## src/rtl/ysyx_25040118_dmem_ctrl.sv

```systemverilog
// ysyx_25040118_dmem_ctrl
// Data-memory controller between the LSU and a word-wide memory bus.
// It takes one load/store at a time, maps the virtual address onto the
// physical bus window, and drives one bus transaction. Sub-word stores are
// lane-replicated with byte strobes, and load data is shifted and extended.
// Misaligned or illegal requests are answered with rsp_err and cause no bus
// traffic.
// Optional build macro DMEM_TIMEOUT_EN enables use of TIMEOUT_CYCLES.
// It bounds the wait for a bus response and reports a timeout as an error.
module ysyx_25040118_dmem_ctrl #(
  parameter logic [31:0] MEM_BASE       = 32'h8000_0000,
  parameter logic [7:0]  TIMEOUT_CYCLES = 8'd255
) (
  input  logic        clk,
  input  logic        rst,
  input  logic        req_valid,
  output logic        req_ready,
  input  logic        req_we,
  input  logic [2:0]  req_funct3,
  input  logic [31:0] req_addr,
  input  logic [31:0] req_wdata,
  output logic        rsp_valid,
  input  logic        rsp_ready,
  output logic [31:0] rsp_rdata,
  output logic        rsp_err,
  output logic        mem_valid,
  input  logic        mem_ready,
  output logic [31:0] mem_addr,
  output logic        mem_we,
  output logic [31:0] mem_wdata,
  output logic [3:0]  mem_wstrb,
  input  logic        mem_rvalid,
  input  logic [31:0] mem_rdata,
  input  logic        mem_rerr
);

  typedef enum logic [1:0] {S_IDLE, S_REQ, S_WAIT, S_RESP} state_e;

  state_e      state_q, state_d;
  logic        we_q, we_d;
  logic [2:0]  funct3_q, funct3_d;
  logic [1:0]  off_q, off_d;
  logic [31:0] phys_q, phys_d;
  logic [31:0] wdata_q, wdata_d;
  logic [3:0]  wstrb_q, wstrb_d;
  logic [31:0] rdata_q, rdata_d;
  logic        err_q, err_d;
`ifdef DMEM_TIMEOUT_EN
  logic [7:0]  cnt_q, cnt_d;
`endif

  logic        req_legal;
  logic [3:0]  st_strb;
  logic [31:0] st_wdata;
  logic [31:0] ld_shift;
  logic [31:0] ld_data;

  // Decide whether the incoming request is a supported, naturally aligned access.
  // NOTE: every always_comb output gets a default first, so no path leaves it unassigned and no latch is inferred.
  always_comb begin
    req_legal = 1'b0;
    case (req_funct3)
      3'b000:         req_legal = 1'b1;
      3'b001:         req_legal = ~req_addr[0];
      3'b010:         req_legal = (req_addr[1:0] == 2'b00);
      3'b100, 3'b101: req_legal = ~req_we & (~req_funct3[0] | ~req_addr[0]);
      default:        req_legal = 1'b0;
    endcase
  end

  // Put store data on every lane that the access size allows, and enable only the addressed bytes.
  always_comb begin
    st_strb  = 4'b0000;
    st_wdata = 32'h0;
    if (req_we) begin
      case (req_funct3[1:0])
        2'b00: begin
          st_strb  = 4'b0001 << req_addr[1:0];
          st_wdata = {4{req_wdata[7:0]}};
        end
        2'b01: begin
          st_strb  = 4'b0011 << req_addr[1:0];
          st_wdata = {2{req_wdata[15:0]}};
        end
        default: begin
          st_strb  = 4'b1111;
          st_wdata = req_wdata;
        end
      endcase
    end
  end

  // Move the addressed byte or halfword down to bit 0, then extend it as the load type requires.
  always_comb begin
    ld_shift = mem_rdata >> {off_q, 3'b000};
    ld_data  = 32'h0;
    case (funct3_q)
      3'b000:  ld_data = {{24{ld_shift[7]}}, ld_shift[7:0]};
      3'b001:  ld_data = {{16{ld_shift[15]}}, ld_shift[15:0]};
      3'b010:  ld_data = ld_shift;
      3'b100:  ld_data = {24'h0, ld_shift[7:0]};
      3'b101:  ld_data = {16'h0, ld_shift[15:0]};
      default: ld_data = 32'h0;
    endcase
  end

  // Compute the next state and the request/response registers; by default every register holds.
  always_comb begin
    state_d  = state_q;
    we_d     = we_q;
    funct3_d = funct3_q;
    off_d    = off_q;
    phys_d   = phys_q;
    wdata_d  = wdata_q;
    wstrb_d  = wstrb_q;
    rdata_d  = rdata_q;
    err_d    = err_q;
`ifdef DMEM_TIMEOUT_EN
    cnt_d    = cnt_q;
`endif
    case (state_q)
      S_IDLE: begin
        if (req_valid) begin
          we_d     = req_we;
          funct3_d = req_funct3;
          off_d    = req_addr[1:0];
          phys_d   = req_addr - MEM_BASE;
          wdata_d  = st_wdata;
          wstrb_d  = st_strb;
          if (req_legal) begin
            state_d = S_REQ;
          end else begin
            state_d = S_RESP;
            rdata_d = 32'h0;
            err_d   = 1'b1;
          end
        end
      end
      S_REQ: begin
        if (mem_ready) begin
          state_d = S_WAIT;
`ifdef DMEM_TIMEOUT_EN
          cnt_d   = 8'd0;
`endif
        end
      end
      S_WAIT: begin
        if (mem_rvalid) begin
          state_d = S_RESP;
          err_d   = mem_rerr;
          rdata_d = (mem_rerr || we_q) ? 32'h0 : ld_data;
        end
`ifdef DMEM_TIMEOUT_EN
        else if (cnt_q == TIMEOUT_CYCLES - 8'd1) begin
          state_d = S_RESP;
          err_d   = 1'b1;
          rdata_d = 32'h0;
        end else begin
          cnt_d = cnt_q + 8'd1;
        end
`endif
      end
      S_RESP: begin
        if (rsp_ready) state_d = S_IDLE;
      end
      default: state_d = S_IDLE;
    endcase
  end

  // State and datapath registers; a reset clears them and drops any transaction in flight.
  // NOTE: sequential state uses non-blocking assignments, so every flop samples pre-edge values.
  always_ff @(posedge clk or negedge rst) begin
    if (!rst) begin
      state_q  <= S_IDLE;
      we_q     <= 1'b0;
      funct3_q <= 3'b000;
      off_q    <= 2'b00;
      phys_q   <= 32'h0;
      wdata_q  <= 32'h0;
      wstrb_q  <= 4'b0000;
      rdata_q  <= 32'h0;
      err_q    <= 1'b0;
`ifdef DMEM_TIMEOUT_EN
      cnt_q    <= 8'd0;
`endif
    end else begin
      state_q  <= state_d;
      we_q     <= we_d;
      funct3_q <= funct3_d;
      off_q    <= off_d;
      phys_q   <= phys_d;
      wdata_q  <= wdata_d;
      wstrb_q  <= wstrb_d;
      rdata_q  <= rdata_d;
      err_q    <= err_d;
`ifdef DMEM_TIMEOUT_EN
      cnt_q    <= cnt_d;
`endif
    end
  end

  // Outputs come from registered state only and are zero outside the phase that owns them.
  assign req_ready = rst & (state_q == S_IDLE);
  assign mem_valid = (state_q == S_REQ);
  assign mem_addr  = mem_valid ? (phys_q & 32'hFFFF_FFFC) : 32'h0;
  assign mem_we    = mem_valid & we_q;
  assign mem_wdata = mem_valid ? wdata_q : 32'h0;
  assign mem_wstrb = mem_valid ? wstrb_q : 4'b0000;
  assign rsp_valid = (state_q == S_RESP);
  assign rsp_rdata = rsp_valid ? rdata_q : 32'h0;
  assign rsp_err   = rsp_valid & err_q;

endmodule
```

## config.mk

```make
export PLATFORM = sky130hd
export DESIGN_NAME = ysyx_25040118_dmem_ctrl
export DESIGN_NICKNAME = d
export VERILOG_FILES = /design/src/rtl/ysyx_25040118_dmem_ctrl.sv
export SDC_FILE = /design/constraint.sdc
export NUM_CORES = 1
export LEC_CHECK = 0
export CORE_ASPECT_RATIO = 1.75
export CORE_MARGIN = 5
export CORE_UTILIZATION = 41
export CTS_CLUSTER_SIZE = 16
export DETAILED_ROUTE_END_ITERATION = 10
export PLACE_DENSITY = 0.75
export SLEW_MARGIN = 20
export SYNTH_ARGS = -nofsm -noshare
export SYNTH_HDL_FRONTEND = slang
export SYNTH_SLANG_ARGS = --single-unit
```

## constraint.sdc

```tcl
create_clock -name clk -period 2.05 [get_ports clk]
set_input_delay 0.41 -clock clk [delete_from_list [all_inputs] [get_ports clk]]
set_output_delay 0.41 -clock clk [all_outputs]
set_load 0.005 [all_outputs]
```

==> impl_metrics.py, run 1 <==
metrics = {
    "clocking": {
        "clock-sinks": 107,
        "h-tree-depth": 3,
        "ctsHoldBuffers": 0,
        "cts_buffers": 9,
        "clkTransAtPathRegs_ns": 0.08,
        "clock_latency_ns": 0.35,
        "root_buffer": "clkbuf_16",
        "clock_path_buffers": 2,
        "cts_tree": "yes",
    },
    "timing": {
        "worst_pin_slew_ns": 0.670,
        "hold_viol": 0,
        "holdWs_ns": 0.127,
        "final.min_clock_period_ns": 2.03,
        "clock.fmax_mhz": 493,
        "worst_clock_skew_ns": 0.00897,
        "setup_tns_ns": 0,
        "slew_violations": 0,
        "setup_viol": 0,
        "finalCritPeriodShare_pct": 98.9,
        "rsz0062_at_grt": "true",
        "relSlewSlack_pct": 55.2,
    },
    "die": {
        "start_util_pct": 41.3,
        "core_area_mm2": 0.0143,
        "fp.dieH_um": 169,
        "io-pin-count": 212,
        "die_w_um": 101,
        "dieArea_mm2": 0.0170,
        "row_count": 58,
    },
    "global_route": {
        "busiest_layer": "met2",
        "met3_usage_pct": 5.03,
        "grt_use_met1_pct": 24.1,
        "grt_max_degree": 108,
        "grt_pass1_vias": 5644,
        "overflow": 0,
        "antenna_found_initial": 0,
        "use_met2_pct": 37.9,
        "grt_usage_pct": 21.4,
        "grt_pass1_wl_mm": 29.1,
    },
    "pwr": {
        "p_leak_nw": 4.03,
        "p_total_mw": 10.5,
        "power_density_mw_per_mm2": 1190,
        "ir_drop_mv": 0.504,
    },
    "synthesis": {
        "synth_area_leader_cell": "dfrtp_1",
        "synth_edf_count": 0,
        "avgSynthCellArea_um2": 10.6,
        "synth-async-reset-ratio_pct": 100,
        "synth_cell_type_count": 42,
        "synth_warnings": 0,
        "yosysMostFrequentCell": "dfrtp_1",
        "synth_commonest_cells": "dfrtp_1, and2_1, mux2_2, nand2_1, o21ai_0",
        "synth_top_area_share_pct": 45.3,
        "yosysSeqAreaShare_pct": 45.3,
        "synth_top_flop_cell": "dfrtp_1",
        "netlist_area_mm2": 0.00591,
        "synth-seq-cells": 107,
        "synthTopCellsByArea": "dfrtp_1, and2_1, mux2_2, mux2i_1, a22o_1",
        "syn_inst": 560,
    },
    "setup_path": {
        "arrival_ns": 2.30,
        "start_kind": "register",
        "path_max_fanout": 8,
        "end_kind": "register",
        "crit_path_frequent_cell": "buf_6",
        "worstSetupPathType": "reg2reg",
        "worstPathRequired_ns": 2.32,
        "crit_chain": "buf_6 > inv_4 > ha_4 > nand2_2 > o32a_4 > or3_4 > buf_6 > o2bb2ai_2",
        "max_stage_delay_ns": 0.46,
        "crit_slowest_cell": "dfrtp_2",
    },
    "drt": {
        "viasPerCell": 5.39,
        "drtIter0Drc": 153,
        "wl_per_cell_um": 19.1,
        "num_vias": 5202,
        "ant_nets": 0,
        "routed_wl_mm": 18.4,
        "drt_pass1_iterations": 4,
        "drc": 0,
    },
    "placement": {
        "dpl_cell_area_mm2": 0.00838,
        "finalWeightedCongestion": 0.898,
        "numPortBuffers": 209,
        "dp_hpwl_mm": 13.3,
    },
    "outcome": {
        "outcome": "finished, final reports clean",
    },
    "finish": {
        "fin_nets": 892,
        "fillers": 1184,
        "fin_area_mm2": 0.00880,
        "utilization_pct": 61.6,
        "synthToLayoutAreaGrowth_pct": 49.0,
        "num_antenna_cells": 0,
        "drive_gt1_share_pct": 18.5,
    },
    "run": {
        "maxCapViolations": 0,
    },
    "worst_hold_path": {
        "min_path_type": "in2async",
    },
}
## repair_timing
item	4_1_cts	5_1_grt
setup buffers	4	2
cloned	1	2
resized for setup	124	68
endpoints found under the setup margin	104	89
pin swaps	1	1
## report_power, final
| part | switching (mW) | total (mW) | internal [mW] |
|---|---|---|---|
| registers | 0.551 | 3.53 | 2.98 |
| logic | 2.41 | 5.15 | 2.74 |
| clock network | 0.834 | 1.80 | 0.971 |
## layout by cell type, fill, tap and decap left out, drive strengths merged, types with 4 or more instances in the layout
cell and count:
and2 101, mux2 47, inv 9, dlygate4sd2 44
a211o 7, a21oi 10, buf 42, a32o 7
clkdlybuf4s15 51, o22ai 9, ha 5, clkdlybuf4s50 105
o21ai 38, clkbuf 19, o2bb2ai 22, a22o 25
nand2b 4, nand2 46, mux2i 28, nor2b 29
nor2 9, dfrtp 107
## kinds of logic (layout without fill, tap and decap cells)
| kind of cell | after synthesis | count (layout) | share of synthesized area (%) |
|---|---|---|---|
| simple gates | 199 | 199 | 19.3 |
| other cells | 1 | 2 | 0.0635 |
| fa+ha+maj | 5 | 5 | 1.06 |
| flops | 107 | 107 | 45.3 |
| buf+inv | 49 | 273 | 3.77 |
| compound gates | 123 | 123 | 16.4 |
| mux | 76 | 76 | 14.1 |
## worst max-delay path, delay by kind of cell (launching register included)
family | cells | cell delay, ns
AO/OA/AOI/OAI | 2 | 0.54
AND/OR/NAND/NOR | 2 | 0.43
flip-flops | 1 | 0.46
adder cells (fa/ha/maj) | 1 | 0.16
buffers and inverters | 3 | 0.37
## flip-flops by register name, summed over array words and instances, names as in the netlist
signal	cells
we_q	1
rdata_q	32
wdata_q	32
err_q	1
state_q	2
funct3_q	3
off_q	1
wstrb_q	4
phys_q	31
## path summary, 6_finish.rpt
check                                       start                 endpoint  slack (ns)  cells after the start
max                        state_q[0]$_DFFE_PN0P_  rdata_q[12]$_DFFE_PN0P_        0.02                      8
min in group clk           wstrb_q[3]$_DFFE_PN0P_   wstrb_q[3]$_DFFE_PN0P_        0.47                      2
min                                           rst  wdata_q[30]$_DFFE_PN0P_        0.13                      2
min reg2reg                wstrb_q[3]$_DFFE_PN0P_   wstrb_q[3]$_DFFE_PN0P_        0.47                      2
max in group asynchronous                     rst   phys_q[16]$_DFFE_PN0P_        1.42                      2
max reg2reg                state_q[0]$_DFFE_PN0P_  rdata_q[12]$_DFFE_PN0P_        0.02                      8
## final cells by class
cell class	instances	area, um^2	area share [%]
inverter	5	21.3	0.242
tap	180	225	2.56
multi-input combinational	405	3090	35.1
sequential	107	2680	30.4
clock buffer	9	225	2.56
timing repair buffer	252	2480	28.2
clock inverter	7	81.3	0.924
## per-layer routing
| layer | wire length (um) | vias to the layer above |
|---|---|---|
| li1 | - | 2394 |
| met1 | 6740 | 2544 |
| met2 | 9590 | 217 |
| met3 | 1280 | 47 |
| met4 | 781 | 0 |
| met5 | 0 | - |
## per-stage QoR
step | setup slack [ns] | std cells
after global routing | -0.0364 | 965
final | 0.0234 | 965
after detailed placement | -0.314 | 940
after CTS | 0.00116 | 961
after global placement | -0.229 | 940
after floorplan | 0.110 | 561
Note: power is estimated with default switching activity, not from simulation.
==> run 2, diff against run 1 <==
--- a/config.mk
+++ b/config.mk
@@ -6,11 +6,11 @@
 export NUM_CORES = 1
 export LEC_CHECK = 0
 export CORE_ASPECT_RATIO = 1.75
-export CORE_MARGIN = 5
-export CORE_UTILIZATION = 41
+export CORE_UTILIZATION = 58
 export CTS_CLUSTER_SIZE = 16
 export DETAILED_ROUTE_END_ITERATION = 10
-export PLACE_DENSITY = 0.75
+export DONT_BUFFER_PORTS = 1
+export PLACE_DENSITY = 0.74
 export SLEW_MARGIN = 20
 export SYNTH_ARGS = -nofsm -noshare
 export SYNTH_HDL_FRONTEND = slang
==> impl_metrics.py, run 2 (same netlist as run 1, synthesis figures left out) <==
metrics = {
    "outcome": {
        "outcome": "finished, violations left",
        "violations": "hold timing",
    },
    "clocking": {
        "cts_buffers": 9,
        "clock-sinks": 107,
        "clock_path_buffers": 2,
        "post-cts-setup-buffer-count": 0,
        "clock_latency_ns": 0.34,
        "h-tree-depth": 3,
        "root_buffer": "clkbuf_16",
        "clkTransAtPathRegs_ns": 0.07,
        "cts_tree": "yes",
    },
    "timing": {
        "hold_viol": 107,
        "rsz0062_at_grt": "false",
        "setup_tns_ns": 0,
        "clock.fmax_mhz": 513,
        "worst_clock_skew_ns": 0.00823,
        "relSlewSlack_pct": 58.0,
        "final.min_clock_period_ns": 1.95,
        "setup_viol": 0,
        "slew_violations": 0,
        "finalCritPeriodShare_pct": 95.0,
        "worst_pin_slew_ns": 0.629,
        "holdWs_ns": -0.248,
    },
    "finish": {
        "multi_input_area_mm2": 0.00303,
        "reg_top3": "rdata_q: 32 flops, wdata_q: 32 flops, phys_q: 31 flops",
        "fin_nets": 659,
        "utilization_pct": 64.4,
        "fillers": 817,
        "final_common_cell": "dfrtp_1",
        "drive_gt1_share_pct": 18.1,
        "final_cells": 676,
        "regArea_mm2": 0.00268,
        "num_antenna_cells": 0,
        "mostFrequentLayoutCells": "dfrtp_1, and2_1, mux2_2, nand2_1, o21ai_0",
        "synthToLayoutAreaGrowth_pct": 7.98,
    },
    "setup_path": {
        "arrival_ns": 1.54,
        "startpoint": "state_q[1]$_DFFE_PN0P_",
        "rr_startpoint": "state_q[0]$_DFFE_PN0P_",
        "worstPathRequired_ns": 1.64,
        "path_max_fanout": 41,
        "end_kind": "output port",
        "worstSetupPathType": "reg2out",
        "start_kind": "register",
    },
    "worst_hold_path": {
        "min_path_type": "in2async",
    },
    "global_route": {
        "grt_use_met1_pct": 27.5,
        "grt_pass1_wl_mm": 21.3,
        "antenna_found_initial": 0,
        "overflow": 0,
        "grt_pass1_vias": 4254,
        "grt_usage_pct": 26.3,
        "grt_max_degree": 109,
        "use_met2_pct": 47.8,
        "met3_usage_pct": 5.25,
        "busiest_layer": "met2",
    },
    "pwr": {
        "p_int_mw": 5.69,
        "clock_power_share_pct": 19.2,
        "ir_drop_mv": 0.798,
        "power_density_mw_per_mm2": 1400,
        "p_sw_mw": 3.24,
        "seqPwrFrac_pct": 38.7,
        "combPwrFrac_pct": 42.0,
        "p_leak_nw": 2.83,
        "sw_frac_of_total_pct": 36.3,
    },
    "die": {
        "die_w_um": 78.3,
        "start_util_pct": 59.6,
        "row_count": 48,
        "fp.dieH_um": 136,
        "core_area_mm2": 0.00991,
        "io-pin-count": 212,
        "dieArea_mm2": 0.0106,
    },
    "drt": {
        "drt_pass1_iterations": 4,
        "drtIter0Drc": 191,
        "drc": 0,
        "routed_wl_mm": 13.9,
        "wl_per_cell_um": 20.6,
        "ant_nets": 0,
        "num_vias": 4216,
        "viasPerCell": 6.24,
    },
    "run": {
        "maxCapViolations": 0,
    },
    "placement": {
        "finalWeightedCongestion": 0.821,
        "numPortBuffers": 0,
        "dp_hpwl_mm": 10.3,
        "place_inst": 661,
    },
}
run 2: cell count changes in the layout (fill, tap and decap cells not counted), moves of 4 or more:
| cell | previous run | this run |
|---|---|---|
| clkdlybuf4s50_1 | 105 | 0 |
| clkdlybuf4s15_1 | 51 | 0 |
| dlygate4sd2_1 | 44 | 0 |
| buf_4 | 30 | 13 |
| clkbuf_2 | 8 | 0 |
| ha_4 | 4 | 0 |
run 2: path summary, 6_finish.rpt:
kind                                            to  slack (ns)  depth (start not counted)
max                                         mem_we        0.10                          4
min                        rdata_q[22]$_DFFE_PN0P_       -0.25                          0
max reg2reg                rdata_q[12]$_DFFE_PN0P_        0.15                          6
min reg2reg                 wstrb_q[1]$_DFFE_PN0P_        0.47                          2
max in group asynchronous  rdata_q[14]$_DFFE_PN0P_        2.10                          0
min in group clk            phys_q[31]$_DFFE_PN0P_        0.19                          1
run 2: cell type report:
class                   instances  area share, %
clock buffers                  10           3.59
clock inverters                 5          0.981
inverters                       5          0.294
multi-input cells             405           47.4
flip-flops and latches        107           42.0
well taps                     125           2.45
repair buffers                 19           3.28
run 2: layer usage:
metal,part of all wire (%),vias up
met4,3.6,0
met1,35,2063
met3,6.6,32
li1,-,1931
met5,0,-
met2,55,190
run 2: power groups by stage:
stage                     sequential, mW  clock (mW)  combinational [mW]
after CTS                           3.46        1.76                3.76
after detailed placement            3.49           0                3.75
final                               3.46        1.72                3.75
after global routing                3.56        1.82                4.09
after global placement              3.44           0                3.59
after floorplan                     3.31           0                2.94
run 2: critical path, stage by stage (launching register included):
cell     delay [ns]
dfrtp_1        0.40
inv_1          0.13
ha_2           0.27
buf_12         0.20
and2_1         0.19
run 2: what timing repair did:
| item | CTS | global route |
|---|---|---|
| gates resized for setup | 2 | 4 |
| endpoints found under the hold margin | 107 | 107 |
| endpoints found under the setup margin | 42 | 57 |
run 2: through the flow:
step                power [mW]  setup slack (ns)  cell area [um^2]
global placement          7.03             0.116              6060
CTS                       8.97            0.0164              6360
finish                    8.93             0.102              6380
detailed placement        7.24           0.00713              6060
floorplan                 6.25             0.110              5910
global route              9.48           0.00897              6380
